`src/rtl/arcade_input_pkg.sv`:
```
// Shared constants for the arcade input front-end: button field layout,
// hps_io joystick bit positions, PS/2 set-2 scan codes and the coin FSM states.
package arcade_input_pkg;

  // Per-player button field layout (active-high)
  localparam int BTN_W     = 10;
  localparam int BTN_RIGHT = 0;
  localparam int BTN_LEFT  = 1;
  localparam int BTN_DOWN  = 2;
  localparam int BTN_UP    = 3;
  localparam int BTN_FIREA = 4;
  localparam int BTN_FIREB = 5;
  localparam int BTN_FIREC = 6;
  localparam int BTN_FIRED = 7;
  localparam int BTN_START = 8;
  localparam int BTN_COIN  = 9;

  // hps_io joystick word layout (bits 0-7 map 1:1 onto the button field)
  localparam int JOY_W        = 16;
  localparam int JOY_START    = 8;
  localparam int JOY_START_P2 = 9;
  localparam int JOY_COIN     = 10;

  // Player 0 scan codes
  localparam logic [7:0] SC_P0_UP     = 8'h75;
  localparam logic [7:0] SC_P0_DOWN   = 8'h72;
  localparam logic [7:0] SC_P0_LEFT   = 8'h6B;
  localparam logic [7:0] SC_P0_RIGHT  = 8'h74;
  localparam logic [7:0] SC_P0_FIREA  = 8'h14;
  localparam logic [7:0] SC_P0_FIREB  = 8'h11;
  localparam logic [7:0] SC_P0_FIREC  = 8'h29;
  localparam logic [7:0] SC_P0_FIRED  = 8'h12;
  localparam logic [7:0] SC_P0_START0 = 8'h05;
  localparam logic [7:0] SC_P0_START1 = 8'h16;
  localparam logic [7:0] SC_P0_COIN0  = 8'h76;
  localparam logic [7:0] SC_P0_COIN1  = 8'h2E;

  // Player 1 scan codes
  localparam logic [7:0] SC_P1_UP     = 8'h2D;
  localparam logic [7:0] SC_P1_DOWN   = 8'h2B;
  localparam logic [7:0] SC_P1_LEFT   = 8'h23;
  localparam logic [7:0] SC_P1_RIGHT  = 8'h34;
  localparam logic [7:0] SC_P1_FIREA  = 8'h1C;
  localparam logic [7:0] SC_P1_FIREB  = 8'h1B;
  localparam logic [7:0] SC_P1_FIREC  = 8'h15;
  localparam logic [7:0] SC_P1_FIRED  = 8'h1D;
  localparam logic [7:0] SC_P1_START0 = 8'h06;
  localparam logic [7:0] SC_P1_START1 = 8'h1E;
  localparam logic [7:0] SC_P1_COIN   = 8'h36;

  // Coin pulse shaper states
  typedef enum logic [1:0] {
    CS_IDLE     = 2'd0,
    CS_PULSE    = 2'd1,
    CS_WAIT_REL = 2'd2
  } coin_state_t;

  // Result of looking a scan code up in the key maps
  typedef struct packed {
    logic       hit;
    logic       player;
    logic [3:0] idx;
  } key_map_t;

  // Scan code -> (player, button bit). Extended prefix is not an input here,
  // so keypad codes alias the arrow keys.
  function automatic key_map_t map_scan_code(input logic [7:0] code);
    key_map_t m;
    m.hit    = 1'b1;
    m.player = 1'b0;
    m.idx    = 4'd0;
    case (code)
      SC_P0_UP:     m.idx = 4'(BTN_UP);
      SC_P0_DOWN:   m.idx = 4'(BTN_DOWN);
      SC_P0_LEFT:   m.idx = 4'(BTN_LEFT);
      SC_P0_RIGHT:  m.idx = 4'(BTN_RIGHT);
      SC_P0_FIREA:  m.idx = 4'(BTN_FIREA);
      SC_P0_FIREB:  m.idx = 4'(BTN_FIREB);
      SC_P0_FIREC:  m.idx = 4'(BTN_FIREC);
      SC_P0_FIRED:  m.idx = 4'(BTN_FIRED);
      SC_P0_START0: m.idx = 4'(BTN_START);
      SC_P0_START1: m.idx = 4'(BTN_START);
      SC_P0_COIN0:  m.idx = 4'(BTN_COIN);
      SC_P0_COIN1:  m.idx = 4'(BTN_COIN);
      SC_P1_UP:     begin m.player = 1'b1; m.idx = 4'(BTN_UP);    end
      SC_P1_DOWN:   begin m.player = 1'b1; m.idx = 4'(BTN_DOWN);  end
      SC_P1_LEFT:   begin m.player = 1'b1; m.idx = 4'(BTN_LEFT);  end
      SC_P1_RIGHT:  begin m.player = 1'b1; m.idx = 4'(BTN_RIGHT); end
      SC_P1_FIREA:  begin m.player = 1'b1; m.idx = 4'(BTN_FIREA); end
      SC_P1_FIREB:  begin m.player = 1'b1; m.idx = 4'(BTN_FIREB); end
      SC_P1_FIREC:  begin m.player = 1'b1; m.idx = 4'(BTN_FIREC); end
      SC_P1_FIRED:  begin m.player = 1'b1; m.idx = 4'(BTN_FIRED); end
      SC_P1_START0: begin m.player = 1'b1; m.idx = 4'(BTN_START); end
      SC_P1_START1: begin m.player = 1'b1; m.idx = 4'(BTN_START); end
      SC_P1_COIN:   begin m.player = 1'b1; m.idx = 4'(BTN_COIN);  end
      default:      m.hit = 1'b0;
    endcase
    return m;
  endfunction

endpackage

```
`src/rtl/arcade_input_mapper_coin_shaper.sv`:
```
// Coin pulse shaper: each press produces exactly COIN_PULSE cycles of
// coin_out, independent of hold time; re-arms only after the coin is released.
module arcade_coin_shaper
  import arcade_input_pkg::*;
#(
  parameter int COIN_PULSE = 500000
) (
  input  logic Clk,
  input  logic Rst_n,
  input  logic coin_raw,
  output logic coin_out
);

  localparam int CNT_W = $clog2((COIN_PULSE > 2) ? COIN_PULSE : 2);
  localparam logic [CNT_W-1:0] CNT_LOAD = CNT_W'(COIN_PULSE - 1);
  localparam logic [CNT_W-1:0] CNT_ZERO = CNT_W'(0);
  localparam logic [CNT_W-1:0] CNT_ONE  = CNT_W'(1);

  coin_state_t      state_q, state_d;
  logic [CNT_W-1:0] cnt_q, cnt_d;

  // State and pulse counter registers
  always_ff @(posedge Clk or negedge Rst_n) begin
    if (!Rst_n) begin
      state_q <= CS_IDLE;
      cnt_q   <= CNT_ZERO;
    end else begin
      state_q <= state_d;
      cnt_q   <= cnt_d;
    end
  end

  // Next state: load on press, count the pulse down, then wait for release
  always_comb begin
    state_d = state_q;
    cnt_d   = cnt_q;
    case (state_q)
      CS_IDLE: begin
        if (coin_raw) begin
          state_d = CS_PULSE;
          cnt_d   = CNT_LOAD;
        end else begin
          state_d = CS_IDLE;
          cnt_d   = cnt_q;
        end
      end
      CS_PULSE: begin
        if (cnt_q == CNT_ZERO) begin
          state_d = CS_WAIT_REL;
          cnt_d   = cnt_q;
        end else begin
          state_d = CS_PULSE;
          cnt_d   = cnt_q - CNT_ONE;
        end
      end
      CS_WAIT_REL: begin
        if (!coin_raw) begin
          state_d = CS_IDLE;
        end else begin
          state_d = CS_WAIT_REL;
        end
      end
      default: begin
        state_d = CS_IDLE;
        cnt_d   = CNT_ZERO;
      end
    endcase
  end

  // Output decode: coin is high only while in the pulse state
  always_comb begin
    case (state_q)
      CS_PULSE: coin_out = 1'b1;
      default:  coin_out = 1'b0;
    endcase
  end

endmodule

```
`src/rtl/arcade_input_mapper.sv`:
```
// Arcade input front-end: PS/2 key state for players 0/1, merged with the
// hps_io joysticks, coin pulse shaping and shared-phase autofire on fireA.
// Keyboard path: key state register, then btn register (2 edges).
// Joystick path: btn register only (1 edge).
module arcade_input_mapper
  import arcade_input_pkg::*;
#(
  parameter int NUM_PLAYERS = 2,
  parameter int COIN_PULSE  = 500000,
  parameter int AF_DIV      = 666666
) (
  input  logic                         Clk,
  input  logic                         Rst_n,
  input  logic [10:0]                  ps2_key,
  input  logic                         kbd_clear,
  input  logic [JOY_W*NUM_PLAYERS-1:0] joy,
  input  logic [NUM_PLAYERS-1:0]       af_en,
  output logic [BTN_W*NUM_PLAYERS-1:0] btn,
  output logic [BTN_W-1:0]             btn_any
);

  localparam int AF_W = $clog2((AF_DIV > 2) ? AF_DIV : 2);
  localparam logic [AF_W-1:0] AF_LAST = AF_W'(AF_DIV - 1);
  localparam logic [AF_W-1:0] AF_ZERO = AF_W'(0);
  localparam logic [AF_W-1:0] AF_ONE  = AF_W'(1);

  // PS/2 toggle tracking
  logic old_tog_q, old_tog_d;
  logic primed_q, primed_d;
  key_map_t key_map_s;
  logic unused_ext_s;

  // Keyboard key state, players 0 and 1 only
  logic [1:0][BTN_W-1:0] key_q, key_d;

  // Autofire timebase shared by all players
  logic [AF_W-1:0] af_cnt_q, af_cnt_d;
  logic            af_phase_q, af_phase_d;

  // Output stage
  logic [NUM_PLAYERS-1:0][BTN_W-1:0] btn_d, btn_q;
  logic [BTN_W-1:0]                  btn_any_d, btn_any_q;

  // The extended prefix is deliberately ignored so keypad codes alias arrows
  assign unused_ext_s = ps2_key[8];

  // Key event decode; kbd_clear overrides and consumes any simultaneous event
  always_comb begin
    key_map_s = map_scan_code(ps2_key[7:0]);
    old_tog_d = ps2_key[10];
    primed_d  = 1'b1;
    if (kbd_clear) begin
      key_d = '0;
    end else if (primed_q && (ps2_key[10] != old_tog_q) && key_map_s.hit) begin
      key_d = key_q;
      key_d[key_map_s.player][key_map_s.idx] = ps2_key[9];
    end else begin
      key_d = key_q;
    end
  end

  // Toggle tracking and key state registers; first edge after reset only primes
  always_ff @(posedge Clk or negedge Rst_n) begin
    if (!Rst_n) begin
      old_tog_q <= 1'b0;
      primed_q  <= 1'b0;
      key_q     <= '0;
    end else begin
      old_tog_q <= old_tog_d;
      primed_q  <= primed_d;
      key_q     <= key_d;
    end
  end

  // Autofire divider: free-running count, phase flips on each wrap
  always_comb begin
    if (af_cnt_q == AF_LAST) begin
      af_cnt_d   = AF_ZERO;
      af_phase_d = ~af_phase_q;
    end else begin
      af_cnt_d   = af_cnt_q + AF_ONE;
      af_phase_d = af_phase_q;
    end
  end

  // Autofire counter and phase registers
  always_ff @(posedge Clk or negedge Rst_n) begin
    if (!Rst_n) begin
      af_cnt_q   <= AF_ZERO;
      af_phase_q <= 1'b0;
    end else begin
      af_cnt_q   <= af_cnt_d;
      af_phase_q <= af_phase_d;
    end
  end

  for (genvar p = 0; p < NUM_PLAYERS; p++) begin : g_player
    logic [BTN_W-1:0] key_s;
    logic [BTN_W-1:0] raw_s;
    logic [BTN_W-1:0] shaped_s;
    logic             p2_start_s;
    logic             coin_out_s;
    logic             unused_joy_s;

    if (p < 2) begin : g_kbd
      assign key_s = key_q[p];
    end else begin : g_no_kbd
      assign key_s = '0;
    end

    // Joystick 0 carries a second start button that belongs to player 1
    if (p == 1) begin : g_p2_start
      assign p2_start_s = joy[JOY_START_P2];
    end else begin : g_no_p2_start
      assign p2_start_s = 1'b0;
    end

    if ((p == 0) && (NUM_PLAYERS > 1)) begin : g_unused_hi
      assign unused_joy_s = ^joy[JOY_W*p+11 +: 5];
    end else begin : g_unused_hi_b9
      assign unused_joy_s = ^{joy[JOY_W*p+JOY_START_P2], joy[JOY_W*p+11 +: 5]};
    end

    // Raw per-player field: keyboard state OR'd with the remapped joystick
    always_comb begin
      raw_s            = key_s;
      raw_s[7:0]       = raw_s[7:0] | joy[JOY_W*p +: 8];
      raw_s[BTN_START] = raw_s[BTN_START] | joy[JOY_W*p+JOY_START] | p2_start_s;
      raw_s[BTN_COIN]  = raw_s[BTN_COIN] | joy[JOY_W*p+JOY_COIN];
    end

    arcade_coin_shaper #(
      .COIN_PULSE (COIN_PULSE)
    ) u_coin (
      .Clk      (Clk),
      .Rst_n    (Rst_n),
      .coin_raw (raw_s[BTN_COIN]),
      .coin_out (coin_out_s)
    );

    // Post-shaping field: shaped coin, fireA gated by the autofire phase
    always_comb begin
      shaped_s           = raw_s;
      shaped_s[BTN_COIN] = coin_out_s;
      if (af_en[p]) begin
        shaped_s[BTN_FIREA] = raw_s[BTN_FIREA] & af_phase_q;
      end else begin
        shaped_s[BTN_FIREA] = raw_s[BTN_FIREA];
      end
    end

    assign btn_d[p] = shaped_s;
  end

  // OR of every player's shaped field, registered alongside btn
  always_comb begin
    btn_any_d = '0;
    for (int i = 0; i < NUM_PLAYERS; i++) begin
      btn_any_d = btn_any_d | btn_d[i];
    end
  end

  // Output registers
  always_ff @(posedge Clk or negedge Rst_n) begin
    if (!Rst_n) begin
      btn_q     <= '0;
      btn_any_q <= '0;
    end else begin
      btn_q     <= btn_d;
      btn_any_q <= btn_any_d;
    end
  end

  assign btn     = btn_q;
  assign btn_any = btn_any_q;

endmodule

```
`config.mk`:
```
export PLATFORM = sky130hd
export DESIGN_NAME = arcade_input_mapper
export DESIGN_NICKNAME = d
export VERILOG_FILES = /design/src/rtl/arcade_input_pkg.sv /design/src/rtl/arcade_input_mapper_coin_shaper.sv /design/src/rtl/arcade_input_mapper.sv
export SDC_FILE = /design/constraint.sdc
export NUM_CORES = 1
export LEC_CHECK = 0
export CAP_MARGIN = 5
export CORE_ASPECT_RATIO = 0.75
export CORE_MARGIN = 5
export CORE_UTILIZATION = 45
export DETAILED_ROUTE_END_ITERATION = 10
export DONT_BUFFER_PORTS = 1
export GPL_ROUTABILITY_DRIVEN = 0
export SKIP_LAST_GASP = 1
export SYNTH_ARGS = -nofsm -noshare
export SYNTH_HDL_FRONTEND = slang
export SYNTH_SLANG_ARGS = --single-unit
export TNS_END_PERCENT = 30
```
`constraint.sdc`:
```
create_clock -name Clk -period 5 [get_ports Clk]
set_input_delay 1 -clock Clk [delete_from_list [all_inputs] [get_ports Clk]]
set_output_delay 1 -clock Clk [all_outputs]
set_load 0.01 [all_outputs]
```
### Word-level counts from Yosys, hierarchy flattened

Cells that the tools add are included.

* bits in registers: 115
* latch bits: 0
* RAM bits: 0
* ROM bits: 0
* input port bits: 48
* output and inout bits: 30
* logic and storage cells: 117
* memories: 0

* add/subtract/negate cells: 3
* multiply operators: 0
* div/mod/pow operators: 0
* $lt $le $gt $ge: 4
* equality and inequality tests: 33
* shift operators: 0
* mux-type cells: 29
* bitwise operators: 13
* reduce and logical (&&, ||, !) cells: 22

Operators by type and width (count)
* 19-bit case mux with 3 select lines: 2
* 19-bit 2-to-1 mux: 4
* 8-bit by 5-bit equality test with 1-bit output, second input constant: 9
* 20-bit 2-to-1 mux: 3
* 8-bit by 6-bit equality test with 1-bit output, second input constant: 7
* 8-bit by 7-bit equality test with 1-bit output, second input constant: 5
* 19-bit logical NOT: 2
* 19-bit by 1-bit subtractor with 19-bit output, second input constant: 2
* 4-bit case mux with 9 select lines: 1
* 23-bit OR reduction: 1
* 20-bit by 1-bit adder with 20-bit output, second input constant: 1
* 20-bit bitwise mux: 1
* 20-bit equality test, second input constant: 1
* 8-bit by 3-bit equality test with 1-bit output, second input constant: 2
* 8-bit bitwise OR: 2
* 2-bit OR reduction: 7
* 2-bit case mux with 3 select lines: 2
* 11-bit OR reduction: 1
* 10-bit demux with 1-bit select: 1
* 10-bit 2-to-1 mux: 1
* 10-bit bitwise OR: 1
* 1-bit 2-to-1 mux: 9
* 2-bit 2-to-1 mux: 4
* 3-bit AND reduction: 2
* 18 further kinds: 33

### Longest topological paths before layout

Gate-level depths: netlist of run 1.

* word-level depth: 12
* depth in mapped cells: 9
* depth with buffers taken out: 8

### By module

A second synthesis of run 1 with hierarchy kept.

* cells, all modules: 599
* area, all modules: 6045.8 sq um

By module, submodules not included
* arcade_input_mapper: instances 1, cells each 342, area each 3570.9 sq um
* arcade_coin_shaper (g_player[1].u_coin): instances 1, cells each 126, area each 1253.7 sq um
* arcade_coin_shaper (g_player[0].u_coin): instances 1, cells each 131, area each 1221.2 sq um

### Least setup slack after synthesis of run 1

OpenSTA, ideal clock, no wires.

* path type: input -> register
* start: input ps2_key[0]
* end: register key_q (netlist bit g_player[0].key_s[2])
* setup time: 0.078 ns
* data arrival time: 2.772 ns
* data required time: 4.922 ns
* setup slack: 2.149 ns
* cell stages on the path: 8
* path through: buf_4 and3b_1 o2111a_1 or3_4 or3_1 buf_2 or3_1 a21oi_1

* word-level cells in the longest chain between the ends: 12
* elaborated cells between the ends (all ways): 52
* classes of those cells: order compare: 4; eq/ne: 23; mux: 10; reduce/logical: 15

Ends and longest elaborated chain
* start: declaration: RTL line arcade_input_mapper.sv:14 `input logic [10:0] ps2_key,`
* 8-bit by 5-bit equality test with 1-bit output, or another cell as far along: RTL line arcade_input_pkg.sv:72 `case (code)`
* 4-bit OR reduction (no source line), or another cell as far along
* 4-bit case mux with 9 select lines: RTL line arcade_input_pkg.sv:72
* 4-bit by 5-bit < comparator with 1-bit output (implied by the code) / 4-bit by 1-bit >= comparator with 1-bit output (equally long branches): RTL line arcade_input_mapper.sv:56 `key_d[key_map_s.player][key_map_s.idx] = ps2_key[9];`
* 1-bit logical AND (implied by the code): RTL line arcade_input_mapper.sv:56
* 1-bit 2-to-1 mux (implied by the code): RTL line arcade_input_mapper.sv:56
* 1-bit demux with 4-bit select: RTL line arcade_input_mapper.sv:56
* 10-bit 2-to-1 mux (implied by the code): RTL line arcade_input_mapper.sv:56
* 10-bit demux with 1-bit select: RTL line arcade_input_mapper.sv:56
* 20-bit bitwise mux: RTL line arcade_input_mapper.sv:56
* 20-bit 2-to-1 mux: RTL line arcade_input_mapper.sv:54 `end else if (primed_q && (ps2_key[10] != old_tog_q) && key_map_s.hit) begin`
* 20-bit 2-to-1 mux: RTL line arcade_input_mapper.sv:52 `if (kbd_clear) begin`
* end signal: assignment: RTL line arcade_input_mapper.sv:71 `key_q <= key_d;`
* end: declaration: RTL line arcade_input_mapper.sv:34 `logic [1:0][BTN_W-1:0] key_q, key_d;`

Several ways; a longest one is shown, not always the timed one. The select of a mux whose other input is x is not followed.
A chain may end at the register's enable or synchronous reset.

### Worst setup path in the final report of run 1

* start: register g_player[1].u_coin.cnt_q[0]
* end: register g_player[1].u_coin.cnt_q[11]

* word-level cells in the longest chain between the ends: 3
* elaborated cells between the ends (all ways): 6
* classes of those cells: add/sub: 1; eq/ne: 1; mux: 2; reduce/logical: 2

Ends and longest elaborated chain
* start: declaration: RTL line arcade_input_mapper_coin_shaper.sv:20 `logic [CNT_W-1:0] cnt_q, cnt_d;`
* start signal: assignment: RTL line arcade_input_mapper_coin_shaper.sv:29 `cnt_q <= cnt_d;`
* 19-bit by 1-bit subtractor with 19-bit output / 19-bit logical NOT (equally long branches): RTL line arcade_input_mapper_coin_shaper.sv:53, arcade_input_mapper_coin_shaper.sv:48
* 19-bit 2-to-1 mux / 2-bit inequality test (equally long branches)
* 19-bit case mux with 3 select lines / 3-bit AND reduction (equally long branches)

Several ways; a longest one is shown, not always the timed one. The select of a mux whose other input is x is not followed.

==> results of run 1 <==
==> placed cells by master (no fill, tap or decap), types with 4 or more instances in the layout <==
cell type / synthesis / final
nand3_1: 26 / 26
ha_1: 4 / 4
o21ai_0: 41 / 41
o211ai_1: 4 / 4
nor4_1: 10 / 10
xnor2_1: 20 / 20
xor2_1: 18 / 18
nand2b_1: 13 / 13
clkbuf_16: 0 / 17
nor2b_1: 10 / 10
a22o_1: 7 / 7
nand2_1: 34 / 34
a21o_1: 5 / 5
nor2_1: 61 / 61
inv_1: 20 / 20
dfrtp_1: 115 / 115
nand4_1: 8 / 8
or2_2: 26 / 26
or4_1: 8 / 8
a21oi_1: 35 / 35
nor3_1: 22 / 22
o32ai_1: 4 / 4
mux2i_1: 5 / 5
clkbuf_8: 0 / 4
or3_1: 17 / 17
and3_1: 4 / 4
==> worst paths after layout <==
kind	end	slack, ns	cells after the start
worst max-delay path	g_player[1].u_coin.cnt_q[11]$_DFFE_PN0P_	2.22	8
worst min-delay path	btn[12]$_DFF_PN0_	0.29	0
worst max register to register	g_player[1].u_coin.cnt_q[11]$_DFFE_PN0P_	2.22	8
worst min register to register	btn[11]$_DFF_PN0_	0.46	1
max in group asynchronous	g_player[1].u_coin.cnt_q[12]$_DFFE_PN0P_	4.56	0
min in group Clk	btn[11]$_DFF_PN0_	0.46	1
==> stage by stage <==
step	hold slack (ns)	area, µm²	utilization	setup slack (ns)	total power, W
after CTS	0.278	6510	0.523	2.23	0.00283
after floorplan	0.438	5780	-	2.15	0.00150
after detailed placement	0.458	5890	0.474	2.06	0.00157
after global routing	0.266	6510	0.523	2.00	0.00295
final	0.289	6510	0.523	2.22	0.00281
after global placement	0.457	5890	0.474	2.03	0.00155
==> report_power, final <==
| group | switching (W) | internal, W |
|---|---|---|
| Clock | 0.000414 | 0.000830 |
| Sequential | 0.000149 | 0.00107 |
| Combinational | 0.000171 | 0.000176 |
| Total | 0.000734 | 0.00207 |
==> kinds of logic after synthesis <==
group / count (synthesis)
adders and majority gates: 4
buffers and inverters: 43
DFF: 115
muxes: 6
AOI/OAI and AO/OA: 134
other: 1
xor gates and xnor gates: 38
and+or+nand+nor: 260
==> critical path, delay by kind of cell (launching register included) <==
kind            cells  cell delay (ns)
compound gates      2             0.93
xor+xnor            1             0.20
fa+ha+maj           1             0.24
buf+inv             1             0.07
flops               1             0.42
simple gates        3             0.77
==> flip-flops by register name, summed over array words and instances, names as in the netlist <==
signal / flops
old_tog_q: 1
g_player.u_coin.cnt_q: 38
af_cnt_q: 20
btn_any: 10
primed_q: 1
btn: 20
g_player.u_coin.state_q: 4
af_phase_q: 1
g_player.key_s: 20
==> area by class of cell <==
class,count,share of cell area
multi-input cells,443,0.419
clock inverters,9,0.0196
repair buffers,1,0.00115
clock buffers,22,0.0744
well taps,166,0.0319
flip-flops and latches,115,0.442
inverters,20,0.0115
==> metal layers <==
layer,wire [µm],part of all wire,up-vias
li1,-,-,2150
met1,6230,0.47,2217
met2,6030,0.46,114
met3,644,0.049,23
met4,221,0.017,4
met5,27,0.0021,-
==> run_results.csv, run 1 <==
group,metric,value,unit
logic_synthesis,synth_cell_type_count,65,
power,power_leakage,2.70,nW
sta,hold_viol,0,
logic_synthesis,synth-edff-count,0,
grt,grt_pass1_wl,22200,µm
run,drv_cap,0,
sta,timing.final.crit_share,0.555,
placed_design,portBuffers,0,
logic_synthesis,syn_area,0.00578,mm²
floorplan,io_pins,78,
setup_path,timing.rr.start,"g_player[1].u_coin.cnt_q[0]$_DFFE_PN0P_",
logic_synthesis,ys.flop_type,"dfrtp_1",
final_layout,num_antenna_cells,0,
sta,skew,0.00597,ns
setup_path,critPathMaxStageDelay,0.71,ns
setup_path,critPathSlowestCell,"o31ai_4",
setup_path,critPathKind,"reg -> reg",
logic_synthesis,synth.area.top_cells,"dfrtp_1 (50%), nor2_1 (4.0%), o21ai_0 (3.5%)",
clocking,postCtsResizedCells,0,
grt,met2_usage,0.278,
clocking,cts_tree,"done",
logic_synthesis,synthTopCellsByCount,"dfrtp_1 (115), nor2_1 (61), o21ai_0 (41), a21oi_1 (35), nand2_1 (34)",
setup_path,setup.worst_path.end_class,"flop",
clocking,clkLatencyLatePin,0.40,ns
sta,max_slew.worst_pin.slew,0.958,ns
setup_path,path_max_fanout,16,
logic_synthesis,yosys_warnings,0,
logic_synthesis,ys_ff_latch,115,
logic_synthesis,synthDominantCellAreaShare,0.498,
floorplan,fp-row-count,35,
clocking,numClockSinks,115,
logic_synthesis,yosysTopAreaCell,"dfrtp_1",
setup_path,start_kind,"flop",
detailed_routing,routed_wl,13200,µm
logic_synthesis,yosys.area_share.simple,0.240,
min_path,hp-class,"in -> async",
setup_path,worstPathRequired,5.26,ns
clocking,path_clk_slew,0.05,ns
logic_synthesis,synth.most_common_cell,"dfrtp_1",
clocking,cts_root_buf,"clkbuf_16",
final_layout,multi_input_area,0.00273,mm²
detailed_routing,drc,0,
outcome,outcome,"finished clean",
floorplan,fp.dieH,108,µm
detailed_routing,vias_per_cell,5.81,
detailed_routing,drtIter0Drc,279,
sta,maxSlewHeadroom,0.356,
placed_design,hpwl,8930,µm
clocking,postCtsSetupRepairBufs,0,
setup_path,cp.arrival,3.04,ns
sta,drv_slew,0,
logic_synthesis,synth_fa_ha_area_frac,0.00865,
grt,grt_use_total,0.181,
final_layout,fin_nets,650,
logic_synthesis,synth_top_family_by_area,"simple AND/OR/NAND/NOR gates",
grt,grt_max_degree,116,
clocking,htree_levels,4,
logic_synthesis,synth_seq_area_share,0.498,
logic_synthesis,syn-num-nets,653,
final_layout,area_growth,12.5,%
sta,rsz0062_at_grt,"no",
setup_path,startpoint,"g_player[1].u_coin.cnt_q[0]$_DFFE_PN0P_",
sta,final.min_clock_period,2.78,ns
logic_synthesis,synthXorXnorAreaFrac,0.0576,
detailed_routing,wire_per_inst,16.9,µm
grt,grt_use_met3,0.0513,
floorplan,fp.coreArea,0.0124,mm²
clocking,clockBufferDepth,2,
floorplan,die_x,141,µm
grt,antenna_found_initial,2,
power,p_per_area,431,mW/mm²
logic_synthesis,synth_compound_area_frac,0.154,
final_layout,final-seq-area,0.00288,mm²
detailed_routing,final_antenna_net_count,0,
final_layout,final_cell_count_no_fill,776,
floorplan,start_util,0.465,
clocking,ctsHoldBuffers,0,
grt,grt_util_met1,0.249,
floorplan,dieArea,0.0152,mm²
grt,overflow,0,
placed_design,placedCellCount,745,
logic_synthesis,syn_avg_cell_area,9.62,µm²
sta,tns,0,ns
grt,top_usage_layer,"met2",
grt,grt_pass1_vias,4378,
logic_synthesis,synth_cells,601,
clocking,numCtsBuffers,17,
sta,finalSetupViolCount,0,
logic_synthesis,async_reset_ff_frac,1.00,
power,ir_drop,282,µV
setup_path,path_cells,"inv_1, ha_1, nor3b_1, nand4_1, o31ai_4, a2111oi_1, xnor2_1, nor2_1",
sta,max_freq,360,MHz
final_layout,fillers,1111,
detailed_routing,vias,4508,
final_layout,drive_gt1_frac,0.115,
detailed_routing,drtPass1Iterations,6,
logic_synthesis,muxShareOfSynthArea,0.0106,
Note: power is estimated with default switching activity, not from simulation.
==> run 2, diff against run 1 <==
==> constraint.sdc (replaced) <==
create_clock -name Clk -period 2.45 [get_ports Clk]
set_input_delay 0.49 -clock Clk [delete_from_list [all_inputs] [get_ports Clk]]
set_output_delay 0.49 -clock Clk [all_outputs]
set_load 0.01 [all_outputs]
==> run 2 against run 1 <==
Compared with the run above: the run now ends with hold timing left; via count up 1.3%; global-route usage rose by 0.70 points; design area grew 2.7%; hold slack worse by 0.51 ns; final cell count rose by 2.6%; sequential share of layout area down 1.1 points; total power rose by 110%; utilization grew 1.4 points; wire length grew 1.3%; register-to-register slack worse by 2.1 ns; critical path type unchanged; critical endpoint is now g_player[0].u_coin.cnt_q[16]$_DFFE_PN0P_; highest routed layer unchanged.
==> run_results.csv, run 2 (same netlist as run 1, synthesis figures left out) <==
group,metric,value,unit
sta,maxSlewHeadroom,0.482,
power,p_switching,0.00151,W
floorplan,fp-row-count,35,
setup_path,cp.arrival,2.68,ns
sta,drv_slew,0,
detailed_routing,vias_per_cell,5.73,
setup_path,worstRegToRegCells,6,
detailed_routing,vias,4565,
detailed_routing,final_antenna_net_count,0,
detailed_routing,routed_wl,13300,µm
sta,tns,0,ns
power,p_seq_frac,0.425,
final_layout,largest_register_ffs,38,
min_path,hp-class,"in -> async",
sta,max_freq,428,MHz
final_layout,final-seq-area,0.00288,mm²
floorplan,fp.dieH,108,µm
sta,final.min_clock_period,2.34,ns
power,swShare,0.260,
clocking,cts_root_buf,"clkbuf_16",
grt,antenna_found_initial,2,
clocking,numCtsBuffers,17,
clocking,clockBufferDepth,2,
floorplan,die_x,141,µm
power,p_per_area,869,mW/mm²
detailed_routing,drtIter0Drc,321,
final_layout,drive_gt1_frac,0.143,
power,p_total,0.00581,W
floorplan,start_util,0.465,
floorplan,fp.coreArea,0.0124,mm²
power,pwr-share-clk,0.439,
sta,rsz0062_at_grt,"yes",
final_layout,multi_input_area,0.00274,mm²
final_layout,largest-register,"g_player.u_coin.cnt_q",
grt,grt_pass1_wl,22900,µm
final_layout,layout_commonest_cell,"dfrtp_1",
final_layout,fillers,1133,
clocking,clkLatencyLatePin,0.41,ns
floorplan,io_pins,78,
sta,skew,0.0123,ns
setup_path,r2r_slack,0.11,ns
setup_path,worstPathRequired,2.80,ns
grt,grt_pass1_vias,4534,
detailed_routing,drc,0,
final_layout,area_growth,15.5,%
clocking,postCtsSetupRepairBufs,0,
run,drv_cap,0,
placed_design,dp_slack,0.0255,ns
placed_design,portBuffers,0,
setup_path,timing.rr.start,"g_player[0].u_coin.cnt_q[9]$_DFFE_PN0P_",
setup_path,setup.worst_path.end_class,"flop",
clocking,numClockSinks,115,
grt,grt_max_degree,116,
setup_path,path_max_fanout,5,
power,power_leakage,2.80,nW
clocking,cts_tree,"done",
grt,grt_use_total,0.188,
placed_design,hpwl,9310,µm
final_layout,post-route-util,0.537,
final_layout,fin_nets,670,
power,pwr-share-comb,0.136,
final_layout,layout_common_cells,"dfrtp_1 (115), nor2_1 (60), o21ai_0 (41)",
outcome,outcome,"finished, violations left",
grt,overflow,0,
setup_path,start_kind,"flop",
sta,fin_ws,0.115,ns
floorplan,dieArea,0.0152,mm²
detailed_routing,drtPass1Iterations,4,
sta,max_slew.worst_pin.slew,0.771,ns
final_layout,num_antenna_cells,0,
outcome,violations,"hold timing",
clocking,htree_levels,4,
sta,finalSetupViolCount,0,
setup_path,r2r_end,"g_player[0].u_coin.cnt_q[16]$_DFFE_PN0P_",
power,ir_drop,628,µV
sta,timing.final.crit_share,0.953,
setup_path,critPathKind,"reg -> reg",
power,intPower,0.00430,W
sta,hold_viol,115,
clocking,path_clk_slew,0.05,ns
detailed_routing,wire_per_inst,16.7,µm
sta,whs,-0.223,ns
## run 2: changes by cell type in the layout (fill, tap and decap cells not counted), moves of 2 or more
| cell | delta |
|---|---|
| clkbuf_1 | +3 |
| buf_4 | +19 |
| clkinvlp_4 | -2 |
| clkbuf_8 | -3 |
| clkinv_4 | +2 |
## run 2: worst max-delay path by stage
stage                                                  startpoint                                       end  depth (start not counted)
final                     g_player[0].u_coin.cnt_q[9]$_DFFE_PN0P_  g_player[0].u_coin.cnt_q[16]$_DFFE_PN0P_                          6
after global routing      g_player[0].u_coin.cnt_q[9]$_DFFE_PN0P_  g_player[0].u_coin.cnt_q[16]$_DFFE_PN0P_                          6
after CTS                 g_player[0].u_coin.cnt_q[9]$_DFFE_PN0P_  g_player[0].u_coin.cnt_q[15]$_DFFE_PN0P_                          6
after detailed placement  g_player[0].u_coin.cnt_q[9]$_DFFE_PN0P_  g_player[0].u_coin.cnt_q[15]$_DFFE_PN0P_                          6
after global placement                                 ps2_key[3]          g_player[0].key_s[0]$_DFFE_PN0P_                          6
after floorplan                                        ps2_key[0]          g_player[0].key_s[2]$_DFFE_PN0P_                          8
## run 2: final cells by class
class                           instances  share of cell area
Sequential cell                       115               0.431
Multi-Input combinational cell        443               0.410
Clock buffer                           22              0.0680
Tap cell                              166              0.0311
Timing Repair Buffer                   21              0.0255
Clock inverter                          9              0.0232
Inverter                               20              0.0112
## run 2: metrics by stage
| step | instance area, µm² | instances |
|---|---|---|
| final | 6680 | 796 |
| after global routing | 6680 | 796 |
| after CTS | 6670 | 796 |
| after global placement | 6060 | 765 |
| after floorplan | 5780 | 601 |
| after detailed placement | 6060 | 765 |
## run 2: repair_timing
action,CTS,global route
hold endpoints to repair,115,115
resized for setup,0,3
setup endpoints to repair,0,11
## run 2: worst max-delay path, stage by stage (launching register included)
cell	delay, ns
dfrtp_1	0.40
or4_1	0.64
nor4_2	0.33
nand2_1	0.22
or4_1	0.43
a21oi_1	0.16
a21o_1	0.10
## run 2: power groups by stage
| stage | registers (W) | clock network (W) | logic [W] |
|---|---|---|---|
| after global placement | 0.00247 | 0 | 0.000751 |
| after global routing | 0.00251 | 0.00270 | 0.000901 |
| after detailed placement | 0.00248 | 0 | 0.000787 |
| after CTS | 0.00246 | 0.00261 | 0.000789 |
| final | 0.00247 | 0.00255 | 0.000790 |
| after floorplan | 0.00243 | 0 | 0.000628 |
## run 2: routing by layer
metal | part of all wire | global-route usage | vias up | wire length [µm]
met2 | 0.46 | 0.292 | 126 | 6160
li1 | - | - | 2195 | -
met4 | 0.012 | 0.0595 | 4 | 157
met1 | 0.47 | 0.254 | 2224 | 6260
met3 | 0.055 | 0.0553 | 16 | 728
met5 | 0.0018 | 0 | - | 24
==> run 3, diff against run 2 <==
--- a/config.mk
+++ b/config.mk
@@ -8,10 +8,12 @@
 export CAP_MARGIN = 5
 export CORE_ASPECT_RATIO = 0.75
 export CORE_MARGIN = 5
-export CORE_UTILIZATION = 45
+export CORE_UTILIZATION = 55
+export CTS_CLUSTER_SIZE = 14
 export DETAILED_ROUTE_END_ITERATION = 10
 export DONT_BUFFER_PORTS = 1
 export GPL_ROUTABILITY_DRIVEN = 0
+export PLACE_DENSITY = 0.73
 export SKIP_LAST_GASP = 1
 export SYNTH_ARGS = -nofsm -noshare
 export SYNTH_HDL_FRONTEND = slang
==> run 3 against run 2 <==
Compared with the run above: design area shrank 1.8%; die area shrank 17%; setup slack lost 0.015 ns; sequential share of layout area grew 0.81 points; hold slack gained 0.0045 ns; fmax shrank 0.64%; the flow still finishes with violations (hold timing); wire length grew 0.39%; clock skew shrank 0.0049 ns; register-to-register slack lost 0.02 ns; sequential power is essentially flat; clock-buffer cell count grew 1; global-route usage grew 3.5 points.
==> run_results.csv, run 3 (same netlist as run 1, synthesis figures left out) <==
group,metric,value,unit
outcome,outcome,"finished, violations left",
outcome,violations,"hold timing",
grt,grt_use_total,0.223,
sta,rsz0062_at_grt,"yes",
grt,grt_pass1_wl,22700,µm
setup_path,worstPathRequired,2.74,ns
detailed_routing,drtPass1Iterations,5,
floorplan,fp.dieH,98.8,µm
sta,hold_viol,115,
detailed_routing,vias,4712,
floorplan,fp-row-count,32,
sta,timing.final.crit_share,0.959,
setup_path,cp.buffers_inverters,1,
grt,antenna_found_initial,0,
clocking,cts_tree,"done",
sta,max_slew.worst_pin.slew,0.836,ns
floorplan,fp.coreArea,0.0103,mm²
placed_design,dp_slack,0.0163,ns
final_layout,fin_nets,669,
setup_path,critPathSlowestCell,"or4_1",
min_path,hp-class,"in -> async",
setup_path,path_max_fanout,7,
sta,fin_ws,0.0996,ns
detailed_routing,final_antenna_net_count,0,
detailed_routing,drtIter0Drc,374,
final_layout,drive_gt1_frac,0.137,
floorplan,io_pins,78,
final_layout,largest-register,"g_player.u_coin.cnt_q",
floorplan,start_util,0.562,
power,pwr-share-comb,0.141,
placed_design,placedCellCount,734,
grt,grt_use_met3,0.0683,
setup_path,start_kind,"flop",
power,ir_drop,589,µV
clocking,postCtsSetupRepairBufs,0,
sta,whs,-0.218,ns
power,p_per_area,840,mW/mm²
setup_path,r2r_slack,0.1,ns
clocking,numClockSinks,115,
grt,met2_usage,0.340,
setup_path,critPathMaxStageDelay,0.60,ns
placed_design,hpwl,9010,µm
sta,drv_slew,0,
final_layout,multi_input_area,0.00274,mm²
grt,top_usage_layer,"met2",
sta,skew,0.00741,ns
clocking,path_clk_slew,0.05,ns
sta,max_freq,425,MHz
floorplan,dieArea,0.0127,mm²
detailed_routing,wire_per_inst,17.6,µm
power,intPower,0.00402,W
detailed_routing,drc,0,
power,pwr-share-clk,0.408,
power,p_seq_frac,0.451,
setup_path,path_delay_family,"simple AND/OR/NAND/NOR gates",
final_layout,num_antenna_cells,0,
final_layout,fillers,808,
placed_design,portBuffers,0,
run,drv_cap,0,
final_layout,layout_commonest_cell,"dfrtp_1",
power,p_switching,0.00149,W
detailed_routing,vias_per_cell,6.18,
final_layout,final-seq-area,0.00288,mm²
power,swShare,0.271,
sta,finalSetupViolCount,0,
final_layout,post-route-util,0.637,
clocking,cts_root_buf,"clkbuf_16",
clocking,htree_levels,4,
clocking,clockBufferDepth,2,
final_layout,area_growth,13.4,%
setup_path,cp.arrival,2.64,ns
grt,grt_util_met1,0.305,
floorplan,die_x,128,µm
final_layout,layout_common_cells,"dfrtp_1 (115), nor2_1 (61), o21ai_0 (41)",
detailed_routing,routed_wl,13400,µm
setup_path,setup.worst_path.end_class,"flop",
final_layout,final_cell_count_no_fill,762,
grt,grt_max_degree,116,
setup_path,path_cells,"or4_1, nor3_1, and3_1, a211o_1, inv_1, a22o_1",
sta,maxSlewHeadroom,0.439,
final_layout,largest_register_ffs,38,
clocking,numCtsBuffers,17,
grt,grt_pass1_vias,4636,
power,power_leakage,2.76,nW
setup_path,critPathKind,"reg -> reg",
sta,final.min_clock_period,2.35,ns
clocking,clkLatencyLatePin,0.40,ns
grt,overflow,0,
==> run 3: path summary, 6_finish.rpt <==
path | from | to | cells after the start
setup / recovery | g_player[0].u_coin.cnt_q[2]$_DFFE_PN0P_ | g_player[0].u_coin.cnt_q[15]$_DFFE_PN0P_ | 6
hold / removal | Rst_n | g_player[1].u_coin.cnt_q[2]$_DFFE_PN0P_ | 0
setup reg to reg | g_player[0].u_coin.cnt_q[2]$_DFFE_PN0P_ | g_player[0].u_coin.cnt_q[15]$_DFFE_PN0P_ | 6
hold reg to reg | g_player[1].key_s[5]$_DFFE_PN0P_ | btn[15]$_DFF_PN0_ | 1
max in group asynchronous | Rst_n | af_cnt_q[0]$_DFF_PN0_ | 0
min in group Clk | ps2_key[10] | old_tog_q$_DFF_PN0_ | 0
==> run 3: worst register-to-register path, delay by kind of cell, from the launching register on <==
family	cells	cell delay (ns)
flops	1	0.43
simple gates	3	1.18
compound gates	2	0.48
buf+inv	1	0.16
==> run 3: area by class of cell <==
class / instances / area share
Sequential cell: 115 / 0.439
Multi-Input combinational cell: 443 / 0.418
Tap cell: 136 / 0.0260
Clock inverter: 5 / 0.00840
Inverter: 20 / 0.0115
Clock buffer: 23 / 0.0729
Timing Repair Buffer: 20 / 0.0248
==> run 3: what timing repair did <==
item                                    CTS  global route
hold endpoints to repair                115           115
endpoints found under the setup margin    0             7
gates resized for setup                   0             2
==> run 3: metrics by stage <==
| stage | power, W | cell area, µm² | TNS, ns |
|---|---|---|---|
| after CTS | 0.00552 | 6550 | 0 |
| after global routing | 0.00578 | 6560 | -0.0984 |
| final | 0.00551 | 6560 | 0 |
| after global placement | 0.00321 | 6010 | 0 |
| after floorplan | 0.00305 | 5780 | 0 |
| after detailed placement | 0.00327 | 6010 | 0 |
==> run 3: power by group through the flow <==
| stage | sequential [W] | clock, W | combinational (W) |
|---|---|---|---|
| floorplan | 0.00243 | 0 | 0.000628 |
| global route | 0.00253 | 0.00237 | 0.000882 |
| CTS | 0.00248 | 0.00226 | 0.000782 |
| detailed placement | 0.00251 | 0 | 0.000761 |
| global placement | 0.00248 | 0 | 0.000729 |
| finish | 0.00248 | 0.00225 | 0.000780 |
==> run 3: per-layer routing <==
metal | wire (µm) | vias to the layer above
met5 | 0 | -
met4 | 187 | 0
met3 | 929 | 19
met2 | 6370 | 164
met1 | 5890 | 2341
li1 | - | 2188
